**src/rtl/lfsr_period_ctrl_if.sv**
```systemverilog
// Request/result and LFSR-side signals of the LFSR period checker.
// master: the environment (requester plus LFSR under test); slave: the checker.
interface lfsr_period_ctrl_if #(
  parameter int unsigned W     = 16,
  parameter int unsigned CNT_W = W + 1
);
  logic             start;
  logic [W-1:0]     seed;
  logic             abort;
  logic [W-1:0]     lfsr_seed;
  logic             lfsr_load;
  logic [W-1:0]     lfsr_state;
  logic             busy;
  logic             done;
  logic [CNT_W-1:0] period;
  logic             max_len;
  logic             timeout;

  modport master (
    output start, seed, abort, lfsr_state,
    input  lfsr_seed, lfsr_load, busy, done, period, max_len, timeout
  );

  modport slave (
    input  start, seed, abort, lfsr_state,
    output lfsr_seed, lfsr_load, busy, done, period, max_len, timeout
  );
endinterface

```
**src/rtl/lfsr_period_ctrl.sv**
```systemverilog
// LFSR period checker: loads a seed into an external LFSR, free-runs it and
// counts steps until the state returns to the seed, or times out after 2^W.
module lfsr_period_ctrl #(
  parameter int unsigned W     = 16,
  parameter int unsigned CNT_W = W + 1
) (
  input  logic              clk,
  input  logic              reset,
  lfsr_period_ctrl_if.slave bus
);

  typedef enum logic [1:0] {S_IDLE, S_LOAD, S_RUN, S_DONE} state_e;

  localparam logic [CNT_W-1:0] CNT_ONE   = 1;
  localparam logic [CNT_W-1:0] CNT_LIMIT = CNT_ONE << W;
  localparam logic [CNT_W-1:0] MAX_P     = CNT_LIMIT - CNT_ONE;

  state_e           state_q, state_d;
  logic [W-1:0]     seed_q, seed_d;
  logic [CNT_W-1:0] cnt_q, cnt_d;
  logic [CNT_W-1:0] period_q, period_d;
  logic             max_len_q, max_len_d;
  logic             timeout_q, timeout_d;

  logic match;
  logic at_limit;

  // cnt==0 excluded so the freshly loaded seed in the first RUN cycle is not a hit
  assign match    = (cnt_q != '0) && (bus.lfsr_state == seed_q);
  assign at_limit = (cnt_q == CNT_LIMIT);

  // State and datapath registers
  always_ff @(posedge clk or negedge reset) begin
    if (!reset) begin
      state_q   <= S_IDLE;
      seed_q    <= '0;
      cnt_q     <= '0;
      period_q  <= '0;
      max_len_q <= 1'b0;
      timeout_q <= 1'b0;
    end else begin
      state_q   <= state_d;
      seed_q    <= seed_d;
      cnt_q     <= cnt_d;
      period_q  <= period_d;
      max_len_q <= max_len_d;
      timeout_q <= timeout_d;
    end
  end

  // Next state and datapath updates; abort outranks match, match outranks timeout
  always_comb begin
    state_d   = state_q;
    seed_d    = seed_q;
    cnt_d     = cnt_q;
    period_d  = period_q;
    max_len_d = max_len_q;
    timeout_d = timeout_q;
    unique case (state_q)
      S_IDLE: begin
        if (bus.start) begin
          seed_d    = bus.seed;
          cnt_d     = '0;
          period_d  = '0;
          max_len_d = 1'b0;
          timeout_d = 1'b0;
          state_d   = S_LOAD;
        end
      end
      S_LOAD: state_d = S_RUN;
      S_RUN: begin
        if (bus.abort) begin
          period_d  = '0;
          max_len_d = 1'b0;
          timeout_d = 1'b0;
          state_d   = S_DONE;
        end else if (match) begin
          period_d  = cnt_q;
          max_len_d = (cnt_q == MAX_P);
          state_d   = S_DONE;
        end else if (at_limit) begin
          period_d  = '0;
          max_len_d = 1'b0;
          timeout_d = 1'b1;
          state_d   = S_DONE;
        end else begin
          cnt_d = cnt_q + CNT_ONE;
        end
      end
      S_DONE: state_d = S_IDLE;
      default: state_d = S_IDLE;
    endcase
  end

  // Outputs decoded from state; results come straight from their registers
  always_comb begin
    bus.lfsr_seed = seed_q;
    bus.lfsr_load = (state_q == S_LOAD);
    bus.busy      = (state_q == S_LOAD) || (state_q == S_RUN);
    bus.done      = (state_q == S_DONE);
    bus.period    = period_q;
    bus.max_len   = max_len_q;
    bus.timeout   = timeout_q;
  end

endmodule

```
**src/flat_wrapper.sv**
```systemverilog
// flat-port wrapper written by rule: the top's interface ports become plain ports
module lfsr_period_ctrl_flat 
#(
  parameter int unsigned W     = 16,
  parameter int unsigned CNT_W = W + 1
)
  (clk, reset, bus_start, bus_seed, bus_abort, bus_lfsr_state, bus_lfsr_seed, bus_lfsr_load, bus_busy, bus_done, bus_period, bus_max_len, bus_timeout);
  lfsr_period_ctrl_if #(.W(W), .CNT_W(CNT_W)) bus_i ();
  input  logic clk;
  input  logic reset;
  input wire logic [$bits(bus_i.start)-1:0] bus_start;
  input wire logic [$bits(bus_i.seed)-1:0] bus_seed;
  input wire logic [$bits(bus_i.abort)-1:0] bus_abort;
  input wire logic [$bits(bus_i.lfsr_state)-1:0] bus_lfsr_state;
  output wire logic [$bits(bus_i.lfsr_seed)-1:0] bus_lfsr_seed;
  output wire logic [$bits(bus_i.lfsr_load)-1:0] bus_lfsr_load;
  output wire logic [$bits(bus_i.busy)-1:0] bus_busy;
  output wire logic [$bits(bus_i.done)-1:0] bus_done;
  output wire logic [$bits(bus_i.period)-1:0] bus_period;
  output wire logic [$bits(bus_i.max_len)-1:0] bus_max_len;
  output wire logic [$bits(bus_i.timeout)-1:0] bus_timeout;
  assign bus_i.start = bus_start;
  assign bus_i.seed = bus_seed;
  assign bus_i.abort = bus_abort;
  assign bus_i.lfsr_state = bus_lfsr_state;
  assign bus_lfsr_seed = bus_i.lfsr_seed;
  assign bus_lfsr_load = bus_i.lfsr_load;
  assign bus_busy = bus_i.busy;
  assign bus_done = bus_i.done;
  assign bus_period = bus_i.period;
  assign bus_max_len = bus_i.max_len;
  assign bus_timeout = bus_i.timeout;
  lfsr_period_ctrl #(.W(W), .CNT_W(CNT_W)) u_core (.clk(clk), .reset(reset), .bus(bus_i));
endmodule
```
**config.mk**
```make
export PLATFORM = sky130hd
export DESIGN_NAME = lfsr_period_ctrl_flat
export DESIGN_NICKNAME = d
export VERILOG_FILES = /design/src/rtl/lfsr_period_ctrl_if.sv /design/src/rtl/lfsr_period_ctrl.sv /design/src/flat_wrapper.sv
export SDC_FILE = /design/constraint.sdc
export NUM_CORES = 1
export LEC_CHECK = 0
export BUFFER_PORTS_ARGS = -buffer_cell sky130_fd_sc_hd__buf_2
export CAP_MARGIN = 40
export CORE_MARGIN = 1.5
export CORE_UTILIZATION = 57
export CTS_CLUSTER_DIAMETER = 80
export DETAILED_ROUTE_END_ITERATION = 10
export GPL_ROUTABILITY_DRIVEN = 0
export PLACE_DENSITY = 0.89
export SYNTH_ARGS = -nofsm -noshare
export SYNTH_HDL_FRONTEND = slang
export SYNTH_SLANG_ARGS = --single-unit
```
**constraint.sdc**
```tcl
create_clock -name clk -period 6.3 [get_ports clk]
set_input_delay 0.945 -clock clk [delete_from_list [all_inputs] [get_ports clk]]
set_output_delay 0.945 -clock clk [all_outputs]
set_load 0.02 [all_outputs]
```
==> summary.txt <==
Post-synth EDFFs -> 0
Nets -> 351
CTS tree -> done
gr ovfl total -> 0
PD cells -> 422 nW/um^2
DRT iter0 DRCs -> 296
Synth Area in Adders -> 0.0308
skew final -> 0.00583 ns
max_slew headroom -> 0.420
Leak -> 1.57 nW
endpoints failing setup -> 0
global-route wire length before repair -> 10700 um
H-tree levels -> 2
Total GRT Usage -> 0.255
Post-Syn Area -> 2840 um^2
Slew Limit Fails -> 0
Max Buffers Root-to-Sink -> 2
DR pass1 iterations -> 4
Max VDD drop -> 0.324 mV
most frequent cells in the layout -> 73 x buf_2, 54 x dfrtp_1, 19 x a31oi_1, 17 x mux2_2, 17 x a22o_1
RR Endpoint -> u_core.cnt_q[13]
Initial Util -> 0.598
port bufs -> 73
Synth Area in Compound Gates -> 0.210
max cap viols -> 0
clock-pin transition on the worst setup and hold timing paths -> 0.10 ns
Mean Syn Cell Area -> 12.1 um^2
max incr delay on CP -> 0.53 ns
Cell variety after synth -> 54
crit path DAT -> 2.97 ns
cell count along the critical path -> 8
RSZ-0062 raised after global routing -> no
XOR/XNOR Fraction of Synth Area -> 0.0493
# resized after CTS -> 0
worst-path fanout max -> 18
Post-CTS Hold Fix Bufs -> 0
I/O pin count -> 74
Tcrit/Tclk final -> 0.443
Worst Hold Class -> reg2reg
worst min-delay path startpoint -> u_core.bus.period[7]
Top FF cell, synth -> dfrtp_1
Synth async-reset ratio -> 1.00
DR WL/cell -> 17.2 um
sequential fraction of the synthesis area -> 0.475
DP HPWL -> 4480 um
clk_lat worst skew -> 0.32 ns
Critical Path Slowest Stage Cell -> ha_1
Startpoint Class -> flip-flop
critical path class -> reg2reg
Die H -> 73.6 um
WP buf/inv -> 1
total CTS buffers -> 5
worst-margin pin slew -> 0.868 ns
share of layout cells above drive strength 1 -> 0.392
total wire length -> 6460 um
total negative setup slack -> 0 ns
Syn-to-layout area delta -> 17.0%
Reg2Reg Setup Slack -> 3.51 ns
worst path required time -> 6.48 ns
cell count of the worst reg-to-reg path -> 8
via count of the first global-routing pass -> 2314
Crit. End Element -> flip-flop
Die ar. -> 5420 um^2
Gate Count Post-Synth -> 236
Cell Chain, Critical Path -> inv_1 > ha_1 > and2b_1 > nand2b_2 > nor3_2 > o211ai_2 > o21ai_0 > a31oi_1
WHS Path Cells -> 1
Remaining DRCs -> 0
status -> finished clean
fin crit period -> 2.79 ns
maximum clock frequency -> 358 MHz
post-synthesis mux area share -> 0.0783
clk sinks -> 54
largest family of logic cells by synthesized area -> compound AO/OA/AOI/OAI gates
syn nets -> 279
reg2reg start -> u_core.state_q[0]
simple-gate area share of the yosys netlist -> 0.118
Power, Total -> 1.41 mW
core area -> 4750 um^2
Min-Delay Endpoint -> u_core.bus.period[7]
clock root cell -> clkbuf_8
row count -> 25
Die Wd -> 73.6 um
pin count of the biggest net entering global routing -> 55
vias per cell -> 6.01
top cell family by delay on the critical path -> simple AND/OR/NAND/NOR gates
Fin. Hold Viols -> 0
Post-DRT Antenna Nets -> 0
# diodes -> 0
Yosys reg bits -> 54
Syn. warnings -> 0
initial antenna violation count -> 0
Vias -> 2258
setup bufs post-CTS -> 0
commonest non-fill, non-tap cell in the layout -> buf_2
[report_power, final]
group	switching, mW	internal (mW)
registers	0.0935	0.430
logic	0.422	0.250
clock network	0.127	0.0833
total	0.642	0.763
[per-stage QoR]
| stage | worst slack (ns) | hold WS, ns | util | instance area (um^2) | instances |
|---|---|---|---|---|---|
| finish | 3.51 | 0.508 | 0.700 | 3330 | 376 |
| global route | 3.31 | 0.523 | 0.700 | 3330 | 376 |
| CTS | 3.53 | 0.513 | 0.700 | 3330 | 376 |
| detailed placement | 3.39 | 0.490 | 0.679 | 3230 | 368 |
| global placement | 3.47 | 0.482 | 0.679 | 3230 | 368 |
| floorplan | 3.72 | 0.469 | - | 2840 | 236 |
[synthesized netlist by cell type (4+ instances only)]
library cell / number / area share
mux2_2: 17 / 0.067
a31oi_1: 19 / 0.042
ha_1: 7 / 0.031
xor2_1: 16 / 0.049
a22o_1: 17 / 0.052
nand2_1: 10 / 0.013
o21ai_0: 12 / 0.021
nor4_4: 4 / 0.030
nand3_1: 4 / 0.0070
dfrtp_1: 54 / 0.48
inv_1: 10 / 0.013
nor2_1: 4 / 0.0053
[cell families (layout without fill, tap and decap cells)]
| logic type | count (synthesis) | after routing |
|---|---|---|
| muxes | 20 | 20 |
| buffers and inverters | 19 | 92 |
| and+or+nand+nor | 44 | 44 |
| DFF | 54 | 54 |
| xor gates and xnor gates | 16 | 16 |
| AOI/OAI and AO/OA | 76 | 76 |
| adders and majority gates | 7 | 7 |
[worst max-delay path by stage]
stage                  startpoint                 to  slack, ns
2_1_floorplan  bus_lfsr_state[10]  u_core.state_q[1]       3.72
3_3_place_gp   bus_lfsr_state[10]  u_core.state_q[1]       3.47
3_5_place_dp    bus_lfsr_state[8]  u_core.state_q[1]       3.39
4_1_cts         u_core.state_q[0]   u_core.cnt_q[13]       3.53
5_1_grt         u_core.state_q[0]   u_core.cnt_q[13]       3.31
6_report        u_core.state_q[0]   u_core.cnt_q[13]       3.51
[state kept, by name, summed over array words and instances, names as in the netlist]
register,flops
u_core.state_q,2
u_core.cnt_q,17
u_core.bus.timeout,1
u_core.bus.period,17
u_core.bus.max_len,1
u_core.bus.lfsr_seed,16
[layout make-up]
class	count	area [um^2]
inverter	10	37.5
clock buffer	5	68.8
tap	67	83.8
multi-input combinational	163	1380
fill	347	1430
sequential	54	1350
clock inverter	3	28.8
timing repair buffer	74	373
[layer usage]
metal,track usage,up-vias,part of all wire
met3,0.0590,10,0.065
met2,0.441,103,0.52
met1,0.313,1114,0.40
li1,-,1031,-
met5,0,-,0
met4,0.0844,0,0.012
Note: power is estimated with default switching activity, not from simulation.
